<file path="src/rtl/paddle_controller.sv">
// paddle_controller: button sync/debounce, IDLE/UP/DOWN FSM, accelerating clamped paddle.
// Define PADDLE_AI_EN to add ai_mode/y_ball automatic tracking of the ball.
module paddle_controller #(
  parameter int SCREEN_H        = 768,
  parameter int PAD_H           = 72,
  parameter int SPEED_MIN       = 1,
  parameter int SPEED_MAX       = 6,
  parameter int ACCEL_TICKS     = 8,
  parameter int DEBOUNCE_CYCLES = 16
) (
  input  logic        clk,
  input  logic        rst,
  input  logic        timing_tick,
  input  logic        btn_up,
  input  logic        btn_down,
  input  logic        freeze,
`ifdef PADDLE_AI_EN
  input  logic        ai_mode,
  input  logic [10:0] y_ball,
`endif
  output logic [9:0]  y_pad,
  output logic        moving
);

  localparam logic [9:0] Y_MAX   = 10'(SCREEN_H - PAD_H);
  localparam logic [9:0] Y_RST   = 10'((SCREEN_H - PAD_H) / 2);
  localparam logic [4:0] DB_LAST = 5'(DEBOUNCE_CYCLES - 1);
  localparam logic [3:0] AC_LAST = 4'(ACCEL_TICKS - 1);
  localparam logic [2:0] SPD_LO  = 3'(SPEED_MIN);
  localparam logic [2:0] SPD_HI  = 3'(SPEED_MAX);

  typedef enum logic [1:0] {
    IDLE,
    UP,
    DOWN
  } state_t;

  state_t      state_q;
  state_t      state_d;
  logic [1:0]  up_sync;
  logic [1:0]  dn_sync;
  logic [4:0]  up_cnt;
  logic [4:0]  dn_cnt;
  logic        up_db;
  logic        down_db;
  logic        want_up;
  logic        want_dn;
  logic [2:0]  speed;
  logic [3:0]  tick_cnt;
  logic [10:0] y_sum;
  logic [9:0]  y_up;
  logic [9:0]  y_dn;

  // Two-flop synchronisers for the raw asynchronous buttons.
  always_ff @(posedge clk or negedge rst) begin
    if (!rst) begin
      up_sync <= '0;
      dn_sync <= '0;
    end else begin
      up_sync <= {up_sync[0], btn_up};
      dn_sync <= {dn_sync[0], btn_down};
    end
  end

  // Up debouncer: accept a new level after it persists long enough.
  always_ff @(posedge clk or negedge rst) begin
    if (!rst) begin
      up_db  <= 1'b0;
      up_cnt <= '0;
    end else if (up_sync[1] == up_db) begin
      up_cnt <= '0;
    end else if (up_cnt == DB_LAST) begin
      up_db  <= up_sync[1];
      up_cnt <= '0;
    end else begin
      up_cnt <= up_cnt + 5'd1;
    end
  end

  // Down debouncer: same scheme as the up button.
  always_ff @(posedge clk or negedge rst) begin
    if (!rst) begin
      down_db <= 1'b0;
      dn_cnt  <= '0;
    end else if (dn_sync[1] == down_db) begin
      dn_cnt <= '0;
    end else if (dn_cnt == DB_LAST) begin
      down_db <= dn_sync[1];
      dn_cnt  <= '0;
    end else begin
      dn_cnt <= dn_cnt + 5'd1;
    end
  end

`ifdef PADDLE_AI_EN
  logic [11:0] ball_c;
  logic [11:0] pad_lo;
  logic [11:0] pad_hi;

  // Movement request: ball-centre tracking in AI mode, buttons otherwise.
  always_comb begin
    ball_c  = {1'b0, y_ball} + 12'd7;
    pad_lo  = {2'b0, y_pad} + 12'd35;
    pad_hi  = {2'b0, y_pad} + 12'd37;
    want_up = up_db;
    want_dn = down_db;
    if (ai_mode) begin
      want_up = (ball_c < pad_lo);
      want_dn = (ball_c > pad_hi);
    end
  end
`else
  // Movement request comes straight from the debounced buttons.
  always_comb begin
    want_up = up_db;
    want_dn = down_db;
  end
`endif

  // Next state: freeze or conflicting requests park the paddle.
  always_comb begin
    state_d = IDLE;
    unique case (1'b1)
      (!freeze && want_up && !want_dn): state_d = UP;
      (!freeze && want_dn && !want_up): state_d = DOWN;
      default:                          state_d = IDLE;
    endcase
  end

  // State register with the registered moving flag.
  always_ff @(posedge clk or negedge rst) begin
    if (!rst) begin
      state_q <= IDLE;
      moving  <= 1'b0;
    end else begin
      state_q <= state_d;
      moving  <= (state_d != IDLE);
    end
  end

  // Acceleration: restart on any state change, step every ACCEL_TICKS ticks.
  always_ff @(posedge clk or negedge rst) begin
    if (!rst) begin
      speed    <= SPD_LO;
      tick_cnt <= '0;
    end else if (state_d != state_q || state_d == IDLE) begin
      speed    <= SPD_LO;
      tick_cnt <= '0;
    end else if (timing_tick) begin
      if (tick_cnt == AC_LAST) begin
        tick_cnt <= '0;
        if (speed < SPD_HI) speed <= speed + 3'd1;
      end else begin
        tick_cnt <= tick_cnt + 4'd1;
      end
    end
  end

  // Clamped candidate positions; the sum is 11 bits so it cannot wrap.
  always_comb begin
    y_sum = {1'b0, y_pad} + {8'b0, speed};
    y_dn  = (y_sum > {1'b0, Y_MAX}) ? Y_MAX : y_sum[9:0];
    y_up  = (y_pad < {7'b0, speed}) ? '0 : y_pad - {7'b0, speed};
  end

  // Position update once per frame tick using the registered state.
  always_ff @(posedge clk or negedge rst) begin
    if (!rst) begin
      y_pad <= Y_RST;
    end else if (timing_tick && !freeze) begin
      case (state_q)
        UP:      y_pad <= y_up;
        DOWN:    y_pad <= y_dn;
        default: y_pad <= y_pad;
      endcase
    end
  end

endmodule

</file>
<file path="config.mk">
export PLATFORM = sky130hd
export DESIGN_NAME = paddle_controller
export DESIGN_NICKNAME = d
export VERILOG_FILES = /design/src/rtl/paddle_controller.sv
export SDC_FILE = /design/constraint.sdc
export NUM_CORES = 1
export LEC_CHECK = 0
export ABC_AREA = 1
export BUFFER_PORTS_ARGS = -buffer_cell sky130_fd_sc_hd__buf_2
export CAP_MARGIN = 20
export CORE_MARGIN = 2
export CORE_UTILIZATION = 60
export DETAILED_ROUTE_END_ITERATION = 8
export PLACE_DENSITY = 0.79
export RECOVER_POWER = 50
export SYNTH_ARGS = -nofsm -noshare
export SYNTH_HDL_FRONTEND = slang
export SYNTH_SLANG_ARGS = --single-unit
</file>
<file path="constraint.sdc">
create_clock -name clk -period 2.4 [get_ports clk]
set_input_delay 0.12 -clock clk [delete_from_list [all_inputs] [get_ports clk]]
set_output_delay 0.12 -clock clk [all_outputs]
set_load 0.05 [all_outputs]
</file>
==> flow_summary.yaml <==
synth:
  syn_nets: 321
  yosysWarnings: 0
  yosysUniqueCellTypes: 37
  async_flop_share_pct: 100
  synth.top_cells.by_area: "dfrtp_1 32%, nand2_1 9.8%, inv_1 7.1%"
  yosys.area.top_type: "dfrtp_1"
  synthDominantCellAreaShare_pct: 31.5
  ys_seq_area_share_pct: 38.2
  synth_edf_count: 0
  synthFlopType: "dfrtp_1"
  ys_ff_latch: 36
  syn_inst: 302
  netlist_area_um2: 2380
  synth.avg_cell_area_um2: 7.88
floorplan:
  num_rows: 22
  die_w_um: 67.0
  core_um2: 3740
  die_area_um2: 4490
  io_pins: 17
  start_util_pct: 63.6
  die_y_um: 67.0
flow_run:
  max_cap_viol_count: 1
pwr:
  p_per_area_nw_per_um2: 492
  power_leakage_nw: 1.35
  ir_drop_mv: 0.567
  p_total_mw: 1.30
timing:
  tightest_slew_ns: 1.82
  finalSetupViolCount: 0
  hold_viol: 0
  clock_skew_ns: 0.00354
  maxSlewViolCount: 37
  timing.fmax_mhz: 455
  min_period_ns: 2.20
  hold_slack_ns: 0.0708
  relSlewSlack_pct: -21.2
  tns_ns: 0
  grt_setup_unrepaired: "false"
  setup_slack_ns: 0.205
  post-route-period-util_pct: 91.5
clock_network:
  cts_setup_buffers: 0
  clk_pin_slew_ns: 0.07
  clkLatencyLatePin_ns: 0.28
  clkSinkCount: 36
  cts_buffer_depth: 2
  cts_tree: "done"
  cts_buffers: 5
  cts_root_buf: "clkbuf_8"
  htree_levels: 2
cells_and_area:
  drive_gt1_share_pct: 20.2
  final_net_count: 345
  final_core_util_pct: 70.6
  diodes: 0
  area_delta_synth_final_pct: 10.9
critical_path:
  crit_buf_inv: 0
  critPathKind: "reg2reg"
  r2r_cells: 13
  cp_slowest_stage_delay_ns: 0.56
  critPathCapture: "y_pad[0]"
  r2r_end: "y_pad[0]"
  path_max_fanout: 5
  startpoint_type: "flop"
  crit_path_cell_trace: "ha_1 > fa_2 > nand3_2 > nand2_2 > nand2_1 > nand2_2 > nand3_2 > nor2_2 > nand3_1 > nand2_2 > nand3_4 > nand2_1 > o21ai_1"
  cpMostUsedCell: "nand2_2"
  end_kind: "flop"
  worstSetupPathDepth: 13
  crit_required_ns: 2.57
  crit_arrival_ns: 2.36
  crit_start: "speed[0]"
  rrSetupSlack_ns: 0.20
  crit_family: "simple AND/OR/NAND/NOR gates"
  r2r-start: "speed[0]"
  crit_slowest_cell: "dfstp_2"
outcome:
  outcome: "finished, violations left"
  violations: "capacitance limit, slew limit"
global_routing:
  grt_start_max_net_pins: 37
  grt_first_pass_wirelength_mm: 8.30
  gr-total-overflow: 0
  antenna_found_initial: 0
  first_global_vias: 1873
  grt_usage_pct: 24.9
route:
  wl_per_cell_um: 12.6
  vias: 1969
  first_iter_violations: 150
  via_per_inst: 5.25
  totalWireLength_mm: 4.73
  drc: 0
  drtPass1Iterations: 4
  drtAntennaViolNets: 0
place:
  gp_congestion: 0.844
  hpwl_mm: 3.58
  io_buffer_count: 16
  dpl_worst_slack_ns: 0.118
hold_path:
  hold_class: "in2reg"
  hold_depth: 2
timing repair:
action | in CTS | in global routing
hold endpoints to repair | 32 | 0
hold buffers | 3 | 0
resized for setup | 0 | 2
endpoints found under the setup margin | 0 | 5
final cells by class:
type | count | area (µm²)
repair buffers | 21 | 121
well taps | 48 | 60.1
clock buffers | 8 | 100
inverters | 49 | 186
flip-flops and latches | 36 | 908
multi-input cells | 213 | 1260
fillers | 316 | 1100
cell usage in the layout (no fill, tap or decap), types with 4 or more instances in the layout:
cell,Yosys,layout
nand2_1,62,62
or2_2,4,4
nand4_1,4,4
dfstp_2,6,6
clkbuf_8,0,7
a21oi_2,4,4
nor2_2,4,4
nor2_1,21,21
nor3_1,7,7
a21oi_1,17,17
a21boi_2,4,4
inv_1,45,45
o21ai_0,9,9
ha_1,11,11
nand2_2,12,12
nand3_1,20,20
buf_2,1,13
dfrtp_1,30,30
clkbuf_1,0,4
xor2_1,12,11
where the power goes:
part           total [mW]  switching (mW)  leakage [nW]  internal [mW]
registers           0.649          0.0202         0.448          0.628
logic               0.191           0.126         0.851         0.0652
clock network       0.460           0.198        0.0515          0.262
total                1.30           0.344          1.35          0.955
worst min path at each step:
stage | slack (ns) | end | start
floorplan | -0.18 | dn_cnt[0] | rst
detailed placement | 0.23 | up_sync[0] | btn_up
CTS | 0.06 | state_q[1] | freeze
finish | 0.07 | state_q[1] | freeze
global route | 0.08 | state_q[1] | freeze
global placement | 0.23 | up_sync[0] | btn_up
registers in the layout (all words and copies together) (netlist names):
name,cells
speed,3
up_sync,2
up_cnt,5
state_q,2
dn_sync,2
moving,1
dn_cnt,5
down_db,1
y_pad,10
up_db,1
tick_cnt,4
per-stage QoR:
| step | area, µm² | cells |
|---|---|---|
| floorplan | 2380 | 302 |
| global placement | 2500 | 364 |
| detailed placement | 2500 | 364 |
| CTS | 2640 | 375 |
| global route | 2640 | 375 |
| finish | 2640 | 375 |
cell families (layout without fill, tap and decap cells):
family | Yosys count | in the layout | share of synthesized area (%)
AND/OR/NAND/NOR | 147 | 147 | 29.8
buffers and inverters | 53 | 78 | 9.14
AO/OA/AOI/OAI | 38 | 38 | 9.93
flip-flops | 36 | 36 | 38.2
XOR/XNOR | 15 | 15 | 5.52
adder cells (fa/ha/maj) | 13 | 13 | 7.46
layer usage:
metal  vias to the layer above  part of all wire [%]  wire length, µm  global-route usage (%)
met2                        54                    47             2230                    40.9
li1                       1001                     -                -                       -
met4                         0                   1.4               67                    8.42
met1                       907                    47             2220                    33.8
met3                         7                   4.7              223                    3.55
met5                         -                     0                0                       0
synthesized netlist by cell type, types with 4 or more instances:
cell type / instances
a21oi_1: 17
o21ai_0: 9
dfstp_2: 6
dfrtp_1: 30
a21oi_2: 4
a21boi_2: 4
or2_2: 4
xor2_1: 12
nand4_1: 4
nand2_2: 12
inv_1: 45
nand3_1: 20
nor2_1: 21
nand2_1: 62
ha_1: 11
nor3_1: 7
nor2_2: 4
worst reg2reg max path, stage by stage, from the launching register on:
cell	delay, ns
dfstp_2	0.56
ha_1	0.25
fa_2	0.27
nand3_2	0.10
nand2_2	0.09
nand2_1	0.07
nand2_2	0.08
nand3_2	0.07
nor2_2	0.09
nand3_1	0.11
nand2_2	0.12
nand3_4	0.12
nand2_1	0.08
o21ai_1	0.07
No activity file was read; power rests on OpenSTA's default activity.
